--- src/rtl/ccg_bist_pkg.sv ---
// Shared types and default constants for the CCG response compactor.
package ccg_bist_pkg;

  typedef enum logic [1:0] {
    ST_IDLE,
    ST_RUN,
    ST_DONE
  } state_t;

  localparam int unsigned DEF_IN_W  = 10;
  localparam int unsigned DEF_SIG_W = 16;
  localparam int unsigned DEF_CNT_W = 16;
  localparam logic [15:0] DEF_POLY  = 16'h1021;
  localparam logic [15:0] DEF_SEED  = 16'hFFFF;

endpackage

--- src/rtl/ccg_resp_misr_if.sv ---
// Response-word handshake between the circuit-under-test and the compactor.
interface ccg_resp_misr_if
  import ccg_bist_pkg::*;
#(
  parameter int unsigned IN_W = DEF_IN_W
);
  logic            in_valid;
  logic            in_ready;
  logic [IN_W-1:0] f;

  modport master (output in_valid, output f, input in_ready);
  modport slave  (input in_valid, input f, output in_ready);
endinterface

--- src/rtl/ccg_misr16.sv ---
// Multiple-input signature register: shift with polynomial feedback, XOR in data.
module ccg_misr16
  import ccg_bist_pkg::*;
#(
  parameter int unsigned      IN_W    = DEF_IN_W,
  parameter int unsigned      SIG_W   = DEF_SIG_W,
  parameter logic [SIG_W-1:0] POLY    = DEF_POLY,
  parameter logic [SIG_W-1:0] RST_VAL = DEF_SEED
) (
  input  logic             clk,
  input  logic             rst,
  input  logic             load,
  input  logic             en,
  input  logic [SIG_W-1:0] seed,
  input  logic [IN_W-1:0]  data,
  output logic [SIG_W-1:0] sig
);

  logic [SIG_W-1:0] sig_nxt;

  // Next signature: shift left, fold in feedback taps, XOR in the zero-extended word.
  always_comb begin
    sig_nxt = {sig[SIG_W-2:0], 1'b0}
            ^ (sig[SIG_W-1] ? POLY : '0)
            ^ {{(SIG_W-IN_W){1'b0}}, data};
  end

  // Signature register; load takes priority over a compaction step.
  always_ff @(posedge clk or posedge rst) begin
    if (rst) begin
      sig <= RST_VAL;
    end else if (load) begin
      sig <= seed;
    end else if (en) begin
      sig <= sig_nxt;
    end
  end

endmodule

--- src/rtl/ccg_resp_misr.sv ---
// Response compactor: run control, pattern counter, expected-value latch and compare.
module ccg_resp_misr
  import ccg_bist_pkg::*;
#(
  parameter int unsigned      IN_W  = DEF_IN_W,
  parameter int unsigned      SIG_W = DEF_SIG_W,
  parameter logic [SIG_W-1:0] POLY  = DEF_POLY,
  parameter logic [SIG_W-1:0] SEED  = DEF_SEED,
  parameter int unsigned      CNT_W = DEF_CNT_W
) (
  input  logic               clk,
  input  logic               rst,
  input  logic               start,
  input  logic [CNT_W-1:0]   num_patterns,
  input  logic [SIG_W-1:0]   exp_sig,
  ccg_resp_misr_if.slave     resp,
  output logic               busy,
  output logic [CNT_W-1:0]   pat_count,
  output logic               sig_valid,
  output logic [SIG_W-1:0]   signature,
  output logic               pass,
  input  logic               sig_ack
);

  state_t           state;
  logic [CNT_W-1:0] num_lat;
  logic [SIG_W-1:0] exp_lat;
  logic             in_ready_q;
  logic             sig_valid_q;
  logic             launch;
  logic             accept;
  logic [CNT_W-1:0] cnt_nxt;

  // Start is honoured in IDLE and DONE (where it doubles as the acknowledge), never in RUN.
  always_comb begin
    launch  = start & (state != ST_RUN);
    accept  = resp.in_valid & in_ready_q;
    cnt_nxt = pat_count + CNT_W'(1);
  end

  ccg_misr16 #(
    .IN_W    (IN_W),
    .SIG_W   (SIG_W),
    .POLY    (POLY),
    .RST_VAL (SEED)
  ) u_misr (
    .clk  (clk),
    .rst  (rst),
    .load (launch),
    .en   (accept),
    .seed (SEED),
    .data (resp.f),
    .sig  (signature)
  );

  // Run control FSM with registered handshake/result flags.
  always_ff @(posedge clk or posedge rst) begin
    if (rst) begin
      state       <= ST_IDLE;
      pat_count   <= '0;
      num_lat     <= '0;
      exp_lat     <= '0;
      in_ready_q  <= 1'b0;
      sig_valid_q <= 1'b0;
    end else if (launch) begin
      num_lat   <= num_patterns;
      exp_lat   <= exp_sig;
      pat_count <= '0;
      if (num_patterns == '0) begin
        state       <= ST_DONE;
        in_ready_q  <= 1'b0;
        sig_valid_q <= 1'b1;
      end else begin
        state       <= ST_RUN;
        in_ready_q  <= 1'b1;
        sig_valid_q <= 1'b0;
      end
    end else begin
      case (state)
        ST_RUN: begin
          if (accept) begin
            pat_count <= cnt_nxt;
            if (cnt_nxt == num_lat) begin
              state       <= ST_DONE;
              in_ready_q  <= 1'b0;
              sig_valid_q <= 1'b1;
            end
          end
        end
        ST_DONE: begin
          if (sig_ack) begin
            state       <= ST_IDLE;
            sig_valid_q <= 1'b0;
          end
        end
        default: begin
        end
      endcase
    end
  end

  assign resp.in_ready = in_ready_q;
  assign sig_valid     = sig_valid_q;
  assign busy          = (state == ST_RUN);
  assign pass          = (signature == exp_lat);

endmodule

--- src/flat_wrapper.sv ---
// flat-port wrapper written by rule: the top's interface ports become plain ports
module ccg_resp_misr_flat import ccg_bist_pkg::*;
#(
  parameter int unsigned      IN_W  = DEF_IN_W,
  parameter int unsigned      SIG_W = DEF_SIG_W,
  parameter logic [SIG_W-1:0] POLY  = DEF_POLY,
  parameter logic [SIG_W-1:0] SEED  = DEF_SEED,
  parameter int unsigned      CNT_W = DEF_CNT_W
)
  (clk, rst, start, num_patterns, exp_sig, busy, pat_count, sig_valid, signature, pass, sig_ack, resp_in_valid, resp_f, resp_in_ready);
  ccg_resp_misr_if #(.IN_W(IN_W)) resp_i ();
  input  logic clk;
  input  logic rst;
  input  logic start;
  input  logic [CNT_W-1:0] num_patterns;
  input  logic [SIG_W-1:0] exp_sig;
  output logic busy;
  output logic [CNT_W-1:0] pat_count;
  output logic sig_valid;
  output logic [SIG_W-1:0] signature;
  output logic pass;
  input  logic sig_ack;
  input wire logic [$bits(resp_i.in_valid)-1:0] resp_in_valid;
  input wire logic [$bits(resp_i.f)-1:0] resp_f;
  output wire logic [$bits(resp_i.in_ready)-1:0] resp_in_ready;
  assign resp_i.in_valid = resp_in_valid;
  assign resp_i.f = resp_f;
  assign resp_in_ready = resp_i.in_ready;
  ccg_resp_misr #(.IN_W(IN_W), .SIG_W(SIG_W), .POLY(POLY), .SEED(SEED), .CNT_W(CNT_W)) u_core (.clk(clk), .rst(rst), .start(start), .num_patterns(num_patterns), .exp_sig(exp_sig), .resp(resp_i), .busy(busy), .pat_count(pat_count), .sig_valid(sig_valid), .signature(signature), .pass(pass), .sig_ack(sig_ack));
endmodule
--- config.mk ---
export PLATFORM = sky130hd
export DESIGN_NAME = ccg_resp_misr_flat
export DESIGN_NICKNAME = d
export VERILOG_FILES = /design/src/rtl/ccg_bist_pkg.sv /design/src/rtl/ccg_resp_misr_if.sv /design/src/rtl/ccg_misr16.sv /design/src/rtl/ccg_resp_misr.sv /design/src/flat_wrapper.sv
export SDC_FILE = /design/constraint.sdc
export NUM_CORES = 1
export LEC_CHECK = 0
export ABC_CLOCK_PERIOD_IN_PS = 2200
export CAP_MARGIN = 10
export CORE_MARGIN = 2
export CORE_UTILIZATION = 40
export CTS_CLUSTER_SIZE = 40
export DETAILED_ROUTE_END_ITERATION = 6
export PLACE_DENSITY = 0.69
export SETUP_SLACK_MARGIN = 0.02
export SYNTH_ARGS = -nofsm -noshare
export SYNTH_HDL_FRONTEND = slang
export SYNTH_SLANG_ARGS = --single-unit
--- constraint.sdc ---
create_clock -name clk -period 2.2 [get_ports clk]
set_input_delay 0.44 -clock clk [delete_from_list [all_inputs] [get_ports clk]]
set_output_delay 0.44 -clock clk [all_outputs]
set_load 0.02 [all_outputs]
==> metrics.cfg, run 1 <==
[finish]
multi_input_area_sq_um = 1872
filler_cell_count = 740
n_antenna_cell = 0
layout.cells.non_filler = 575
final_nets = 510
final_util = 0.6030
area_growth_pct = 47.75
drive_gt1_frac = 0.3126
regArea_sq_um = 1703

[die]
die-area_sq_um = 9579
start_util = 0.4081
dieHeight_um = 97.87
die_x_um = 97.87
rows = 34
design.core.area_sq_um = 8636
io_pins = 83

[yosys]
synth_edf_count = 0
synth-async-reset-ratio = 1.000
ys_seq_elements = 67
yosys_warnings = 0
synth_ff_type = dfrtp_1
synth_cell_types = 43
synthesis.area_sq_um = 3525
netlist_instances = 335
synth.avg_cell_area_sq_um = 10.52
yosysSeqAreaShare = 0.4814
syn_nets = 383

[power_and_ir_drop]
p_switching_mw = 2.229
comb_power_share = 0.468
p_total_mw = 6.294
p_leak_nw = 2.136
peakVddDrop_uv = 769.4
powerDensity_nw_per_um2 = 1209
p_clk_frac = 0.179
seq_power_share = 0.353
p_int_mw = 4.065
p_sw_frac = 0.3541

[worst_setup_path]
cp_top_family = simple AND/OR/NAND/NOR gates
worstPathMaxFanout = 4
start_kind = flop
worst_path_largest_cell_delay_ns = 0.54
crit_arrival_ns = 2.46
r2r_cells = 8
critical_path_class = reg2reg
cp-end-kind = flop
worstPathCellList = buf_4, buf_6, nand3_2, or4b_4, o211ai_2, a32oi_2, or4_4, a31o_1
critPathSlowestCell = or4_4
r2r-start = u_core.pat_count[1]
crit_buf_inv = 2
rrSetupSlack_ns = -0.02
crit_required_ns = 2.43
rr_endpoint = u_core.resp.in_ready

[place]
place_hpwl_mm = 6.715
post-place-cells = 555
globalplace.congestion = 0.8874
portBuffers = 82
pre_cts_slack_ns = -0.2241

[timing]
final-max-slew-violation-count = 0
setup-violations-final = 1
whs_ns = 0.5230
worstMarginPinSlew_ns = 0.3595
slew_headroom = 0.7603
hold_viol = 0
period_minus_slack_ns = 2.225
fin_skew_ns = 0.01208
fin_ws_ns = -0.02460
max_freq_ghz = 0.4495
post-route-period-util = 1.011
rsz0062_at_grt = yes

[global_routing]
grt_usage = 0.1985
antenna_found_initial = 0
grt_pass1_wl_mm = 15.23
grt_pass1_vias = 3040
gr-total-overflow = 0
grt_max_degree = 68

[clocking]
cts_tree = done
ctsHtreeMaxLevel = 3
cts_sinks = 67
clock_latency_ns = 0.34
ctsLongestPathBuffers = 2
cts_root_buf = clkbuf_8
clk_pin_slew_worst_paths_ns = 0.08
cts_buffers = 9
hold_buffers = 0

[min_path]
holdPathEnd = u_core.u_misr.sig[10]
min_path_type = reg2reg
hold_depth = 2
hold_start = u_core.u_misr.sig[10]

[routing]
drt-total-wl_mm = 9.160
drt_iter0_markers = 154
wl_met1_mm = 4.095
routed.top_layer = met4
first_pass_iters = 4
drtAntennaViolNets = 0
wl_met2_mm = 4.563
drc = 0
met3_length_um = 323
vias = 3003
avgViaCountPerCell = 5.223
wl_per_cell_um = 15.93

[flow_run]
cap_viol_max_count = 0

[run_status]
violations = setup timing
outcome = finished with violations

## worst reg2reg max path, stage by stage (launching register included)
cell	delay, ns
dfrtp_2	0.40
buf_4	0.13
buf_6	0.10
nand3_2	0.08
or4b_4	0.49
o211ai_2	0.08
a32oi_2	0.08
or4_4	0.54
a31o_1	0.22
## layer usage
layer | GRT usage | up-vias
li1 | - | 1450
met1 | 0.2716 | 1476
met2 | 0.3214 | 64
met3 | 0.03364 | 13
met4 | 0.06624 | 0
met5 | 0 | -
## worst max-delay path by stage
stage / slack [ns] / to / from / cells past startpoint
2_1_floorplan: -0.01 / u_core.resp.in_ready / u_core.pat_count[2] / 7
3_3_place_gp: -0.16 / u_core.resp.in_ready / resp_in_valid / 7
3_5_place_dp: -0.22 / u_core.resp.in_ready / resp_in_valid / 7
4_1_cts: -0.01 / u_core.resp.in_ready / u_core.pat_count[0] / 8
5_1_grt: -0.07 / u_core.resp.in_ready / u_core.pat_count[1] / 8
6_report: -0.02 / u_core.resp.in_ready / u_core.pat_count[1] / 8
## cells in the final DEF, fill, tap and decap left out, drive strengths merged, types with 2 or more instances in the layout
| cell type | instances |
|---|---|
| a21oi | 8 |
| a31o | 2 |
| a31oi | 2 |
| and3 | 4 |
| buf | 53 |
| bufinv | 2 |
| clkbuf | 10 |
| clkdlybuf4s50 | 80 |
| clkinv | 3 |
| clkinvlp | 2 |
| dfrtp | 51 |
| dfstp | 16 |
| inv | 2 |
| mux2 | 32 |
| nand2 | 37 |
| nand2b | 3 |
| nand3 | 15 |
| nand4 | 10 |
| nor2 | 11 |
| nor3 | 4 |
| nor4 | 10 |
| o211ai | 13 |
| o21ai | 23 |
| o31ai | 5 |
| xnor2 | 44 |
| xor2 | 9 |
## Yosys cell counts (all sizes together) (2+ instances only)
| cell type | n | area share |
|---|---|---|
| and3 | 4 | 0.0075 |
| a31oi | 2 | 0.0035 |
| mux2 | 32 | 0.10 |
| inv | 3 | 0.0032 |
| clkbuf | 9 | 0.0096 |
| nor3 | 4 | 0.0057 |
| buf | 9 | 0.013 |
| o21ai | 23 | 0.033 |
| dfrtp | 51 | 0.36 |
| xor2 | 9 | 0.022 |
| a31o | 2 | 0.0050 |
| nor4 | 10 | 0.018 |
| o211ai | 13 | 0.029 |
| a21oi | 8 | 0.011 |
| nand4 | 10 | 0.018 |
| nand2b | 3 | 0.0053 |
| dfstp | 16 | 0.12 |
| nand3 | 15 | 0.026 |
| nor2 | 11 | 0.012 |
| o31ai | 5 | 0.011 |
| nand2 | 37 | 0.039 |
| xnor2 | 44 | 0.11 |
## registers in the layout, indices dropped and copies added, names as in the netlist
| signal | count |
|---|---|
| u_core.pat_count | 16 |
| u_core.resp.in_ready | 1 |
| u_core.exp_lat | 16 |
| u_core.u_misr.sig | 16 |
| u_core.num_lat | 16 |
| u_core.state | 2 |
## power by group through the flow
stage          Sequential (mW)  Clock, mW  Combinational (mW)
6_report                  2.22       1.13                2.95
3_3_place_gp              2.20          0                2.81
2_1_floorplan             2.43          0                1.51
5_1_grt                   2.29       1.21                3.20
3_5_place_dp              2.24          0                2.84
4_1_cts                   2.21       1.15                2.91
## per-stage QoR
stage,area [sq um],setup TNS [ns]
6_report,5207,-0.02460
5_1_grt,5207,-0.1221
4_1_cts,5166,-0.01011
3_5_place_dp,4898,-0.4174
3_3_place_gp,4898,-0.2755
2_1_floorplan,3618,-0.01232
## timing repair
item / 4_1_cts / 5_1_grt
cloned: 0 / 0
gates resized for setup: 14 / 7
buffers inserted: 2 / 2
endpoints found under the setup margin: 4 / 3
pin swaps: 10 / 4
## area by class of cell
cell class	instances	share of cell area
multi-input combinational	247	0.3594
clock inverter	6	0.01730
clock buffer	10	0.02451
sequential	67	0.3270
tap	108	0.02595
inverter	3	0.002883
timing repair buffer	134	0.2429
## kinds of logic (layout without fill, tap and decap cells)
| logic type | after synthesis | in the layout | share of synthesized area |
|---|---|---|---|
| and+or+nand+nor | 102 | 102 | 0.1498 |
| DFF | 67 | 67 | 0.4814 |
| AOI/OAI and AO/OA | 59 | 59 | 0.1058 |
| xor gates and xnor gates | 53 | 53 | 0.1317 |
| muxes | 32 | 32 | 0.1022 |
| buffers and inverters | 21 | 153 | 0.02555 |
| adders and majority gates | 1 | 1 | 0.003549 |
(Power assumes the default switching activity.)
==> run 2: changes to the inputs <==
--- a/config.mk
+++ b/config.mk
@@ -11,7 +11,7 @@
 export CORE_UTILIZATION = 40
 export CTS_CLUSTER_SIZE = 40
 export DETAILED_ROUTE_END_ITERATION = 6
-export PLACE_DENSITY = 0.69
+export PLACE_DENSITY_LB_ADDON = 0.08
 export SETUP_SLACK_MARGIN = 0.02
 export SYNTH_ARGS = -nofsm -noshare
 export SYNTH_HDL_FRONTEND = slang
==> metrics.cfg, run 2 (synthesized netlist as in run 1, its figures left out) <==
[power_and_ir_drop]
peakVddDrop_uv = 661.9
p_leak_nw = 2.214
p_clk_frac = 0.179
p_int_mw = 4.068
p_sw_frac = 0.3556
powerDensity_nw_per_um2 = 1181
p_total_mw = 6.314
p_switching_mw = 2.245
comb_power_share = 0.469
seq_power_share = 0.352

[die]
design.core.area_sq_um = 8636
rows = 34
start_util = 0.4081
dieHeight_um = 97.87
die-area_sq_um = 9579
io_pins = 83
die_x_um = 97.87

[global_routing]
grt_usage = 0.2043
grt_max_degree = 68
grt_pass1_vias = 3036
gr-total-overflow = 0
antenna_found_initial = 0
grt_pass1_wl_mm = 15.39

[finish]
final_nets = 527
drive_gt1_frac = 0.3409
mostFrequentLayoutCells = 80 x clkdlybuf4s50_1, 64 x buf_4, 45 x dfrtp_1, 38 x xnor2_1, 36 x nand2_1
area_growth_pct = 51.62
final_util = 0.6188
n_antenna_cell = 0
final_common_cell = clkdlybuf4s50_1

[worst_setup_path]
critical_path_class = reg2reg
start_kind = flop
worstPathMaxFanout = 6
crit_required_ns = 2.43
cp-end-kind = flop
crit_arrival_ns = 2.37

[timing]
worstMarginPinSlew_ns = 0.7283
final-max-slew-violation-count = 0
max_freq_ghz = 0.4669
rsz0062_at_grt = yes
setup-violations-final = 0
post-route-period-util = 0.9736
period_minus_slack_ns = 2.142
fin_skew_ns = 0.008411
slew_headroom = 0.5145
whs_ns = 0.5143
hold_viol = 0

[flow_run]
cap_viol_max_count = 0

[run_status]
outcome = finished, final reports clean

[clocking]
cts_tree = done
cts_root_buf = clkbuf_8
ctsHtreeMaxLevel = 3
cts_buffers = 9
cts_sinks = 67
clk_pin_slew_worst_paths_ns = 0.08
clock_latency_ns = 0.35
ctsLongestPathBuffers = 2

[min_path]
min_path_type = reg2reg

[routing]
avgViaCountPerCell = 5.189
vias = 3072
wl_per_cell_um = 15.66
drtAntennaViolNets = 0
drt_iter0_markers = 150
first_pass_iters = 4
drc = 0
drt-total-wl_mm = 9.268

[place]
globalplace.congestion = 0.8111
place_hpwl_mm = 6.670
portBuffers = 82

## run 2: layout make-up
| cell class | instances | area (sq um) |
|---|---|---|
| fill | 752 | 3292 |
| sequential | 67 | 1704 |
| timing repair buffer | 151 | 1375 |
| tap | 108 | 135.1 |
| multi-input combinational | 247 | 1898 |
| clock buffer | 10 | 127.6 |
| clock inverter | 6 | 88.84 |
| inverter | 3 | 15.01 |
## run 2: layer usage
layer  wire length (um)  part of all wire  track usage
met1               4553              0.49       0.2944
met2               4240              0.46       0.3056
met3                402             0.043      0.03579
met4                 72            0.0078      0.08226
met5                  0                 0            0
## run 2: final timing paths
kind / startpoint / endpoint / slack [ns] / depth (start not counted)
min in group asynchronous: rst / u_core.pat_count[2] / 0.52 / 3
max reg2reg: u_core.pat_count[9] / u_core.resp.in_ready / 0.06 / 7
max in group asynchronous: rst / u_core.u_misr.sig[14] / 1.32 / 3
min reg2reg: u_core.u_misr.sig[11] / u_core.u_misr.sig[11] / 0.51 / 2
max: u_core.pat_count[9] / u_core.resp.in_ready / 0.06 / 7
min: u_core.u_misr.sig[11] / u_core.u_misr.sig[11] / 0.51 / 2
## run 2: per-stage QoR
stage               setup slack [ns]  setup TNS [ns]  cell area (sq um)  std cells
finish                       0.05817               0               5344        592
global route                -0.07236         -0.1419               5344        592
CTS                          0.05171               0               5265        590
detailed placement           -0.1917          -2.418               4941        564
global placement             -0.1520          -1.997               4941        564
floorplan                   -0.01232        -0.01232               3618        335
## run 2: critical path: stages, from the launching register on
cell     delay [ns]
dfrtp_1        0.38
nand4_1        0.12
buf_6          0.16
nor4_4         0.31
xnor2_1        0.17
nand4_1        0.18
or4_4          0.53
a31o_1         0.19
## run 2: power by group through the flow
stage	registers (mW)	clock network [mW]	logic [mW]
final	2.22	1.13	2.96
after global routing	2.29	1.22	3.23
after CTS	2.19	1.16	2.90
after detailed placement	2.21	0	2.86
after global placement	2.20	0	2.84
after floorplan	2.43	0	1.51
## run 2: timing repair
item,CTS,global route
gates resized for setup,13,12
pin swaps,9,5
hold buffers,0,0
buffers inserted,10,2
setup endpoints to repair,4,16
==> run 3: changes to the inputs <==
--- a/config.mk
+++ b/config.mk
@@ -7,8 +7,10 @@
 export LEC_CHECK = 0
 export ABC_CLOCK_PERIOD_IN_PS = 2200
 export CAP_MARGIN = 10
+export CELL_PAD_IN_SITES_DETAIL_PLACEMENT = 1
+export CELL_PAD_IN_SITES_GLOBAL_PLACEMENT = 1
 export CORE_MARGIN = 2
-export CORE_UTILIZATION = 40
+export CORE_UTILIZATION = 35
 export CTS_CLUSTER_SIZE = 40
 export DETAILED_ROUTE_END_ITERATION = 6
 export PLACE_DENSITY_LB_ADDON = 0.08
==> metrics.cfg, run 3 (synthesized netlist as in run 1, its figures left out) <==
[finish]
n_antenna_cell = 0
postLayoutCellArea_sq_um = 5334
filler_cell_count = 1073
final_util = 0.5457
layout.cells.non_filler = 612
drive_gt1_frac = 0.3340
mostFrequentLayoutCells = 80 x clkdlybuf4s50_1, 57 x buf_4, 46 x dfrtp_1, 37 x xnor2_1, 36 x nand2_1
final_common_cell = clkdlybuf4s50_1
area_growth_pct = 51.33
final_nets = 522

[worst_setup_path]
worstPathMaxFanout = 5
start_kind = flop
worstPathCellList = buf_6, nand4_1, buf_6, nor4_4, xnor2_1, nand4_1, or4_4, a31o_1
worst_path_largest_cell_delay_ns = 0.45
critical_path_class = reg2reg
crit_buf_inv = 2
cp_top_family = simple AND/OR/NAND/NOR gates
crit_required_ns = 2.44
critPathSlowestCell = or4_4
crit_arrival_ns = 2.43
cp-end-kind = flop

[timing]
fin_ws_ns = 0.009606
final-max-slew-violation-count = 0
fin_setup_tns_ns = 0
max_freq_ghz = 0.4565
hold_viol = 0
period_minus_slack_ns = 2.190
setup-violations-final = 0
fin_skew_ns = 0.01152
slew_headroom = 0.6485
rsz0062_at_grt = yes
worstMarginPinSlew_ns = 0.5261
whs_ns = 0.4737
post-route-period-util = 0.9956

[clocking]
cts_tree = done
ctsLongestPathBuffers = 2
clk_pin_slew_worst_paths_ns = 0.08
clock_latency_ns = 0.35
cts_root_buf = clkbuf_8
ctsHtreeMaxLevel = 3
cts_buffers = 9
cts_sinks = 67

[min_path]
min_path_type = in2async

[global_routing]
grt_usage = 0.2034
grt_pass1_wl_mm = 17.41
grt_pass1_vias = 3339
antenna_found_initial = 0
grt_max_degree = 33
gr-total-overflow = 0

[die]
die-area_sq_um = 10890
start_util = 0.3606
die_x_um = 104.4
rows = 36
dieHeight_um = 104.4
io_pins = 83
design.core.area_sq_um = 9774

[run_status]
outcome = finished, final reports clean

[routing]
drt_iter0_markers = 68
vias = 3101
first_pass_iters = 5
wl_per_cell_um = 17.27
drc = 0
drt-total-wl_mm = 10.57
avgViaCountPerCell = 5.067
drtAntennaViolNets = 0

[power_and_ir_drop]
powerDensity_nw_per_um2 = 1194
p_leak_nw = 2.213
peakVddDrop_uv = 612.1
p_total_mw = 6.366

[place]
placed_cell_area_sq_um = 4982
globalplace.congestion = 0.7795
pre_cts_slack_ns = -0.2314
post-place-cells = 587
portBuffers = 82
place_hpwl_mm = 7.951

[flow_run]
cap_viol_max_count = 0

## run 3: area by class of cell
cell class | instances | area, sq um | share of cell area
flip-flops and latches | 67 | 1703 | 0.3193
clock inverters | 6 | 66.31 | 0.01243
inverters | 3 | 15.01 | 0.002815
multi-input cells | 247 | 1899 | 0.3561
repair buffers | 146 | 1356 | 0.2543
clock buffers | 10 | 127.6 | 0.02393
well taps | 133 | 166.4 | 0.03120
## run 3: per-layer routing
layer,wire (um),GRT usage,share of wire
met1,5017,0.2756,0.47
met2,5088,0.3282,0.48
met3,333,0.03697,0.031
met4,132,0.06660,0.012
met5,0,0,0
## run 3: where the power goes
| part | internal (mW) | switching [mW] | total (mW) |
|---|---|---|---|
| sequential | 1.82 | 0.412 | 2.23 |
| clock | 0.523 | 0.511 | 1.03 |
| combinational | 1.66 | 1.44 | 3.10 |
## run 3: final timing paths
check                                          from                   end  slack, ns  cells past startpoint
max in group asynchronous                       rst  u_core.u_misr.sig[8]       1.13                      3
worst min-delay path                            rst     u_core.num_lat[1]       0.47                      2
worst max-delay path            u_core.pat_count[1]       u_core.state[0]       0.01                      8
worst min register to register   u_core.exp_lat[13]    u_core.exp_lat[13]       0.53                      1
min in group clk                 u_core.exp_lat[13]    u_core.exp_lat[13]       0.53                      1
worst max register to register  u_core.pat_count[1]       u_core.state[0]       0.01                      8
## run 3: worst register-to-register path: stages (launching register included)
cell and delay, ns:
dfrtp_2 0.40, buf_6 0.12, nand4_1 0.11, buf_6 0.17, nor4_4 0.32, xnor2_1 0.17, nand4_1 0.13, or4_4 0.45
a31o_1 0.22
## run 3: repair_timing
| action | CTS | global route |
|---|---|---|
| hold buffers | 0 | 0 |
| endpoints found under the setup margin | 3 | 3 |
| pin swaps | 9 | 13 |
| buffers inserted | 5 | 4 |
| gates resized for setup | 13 | 10 |
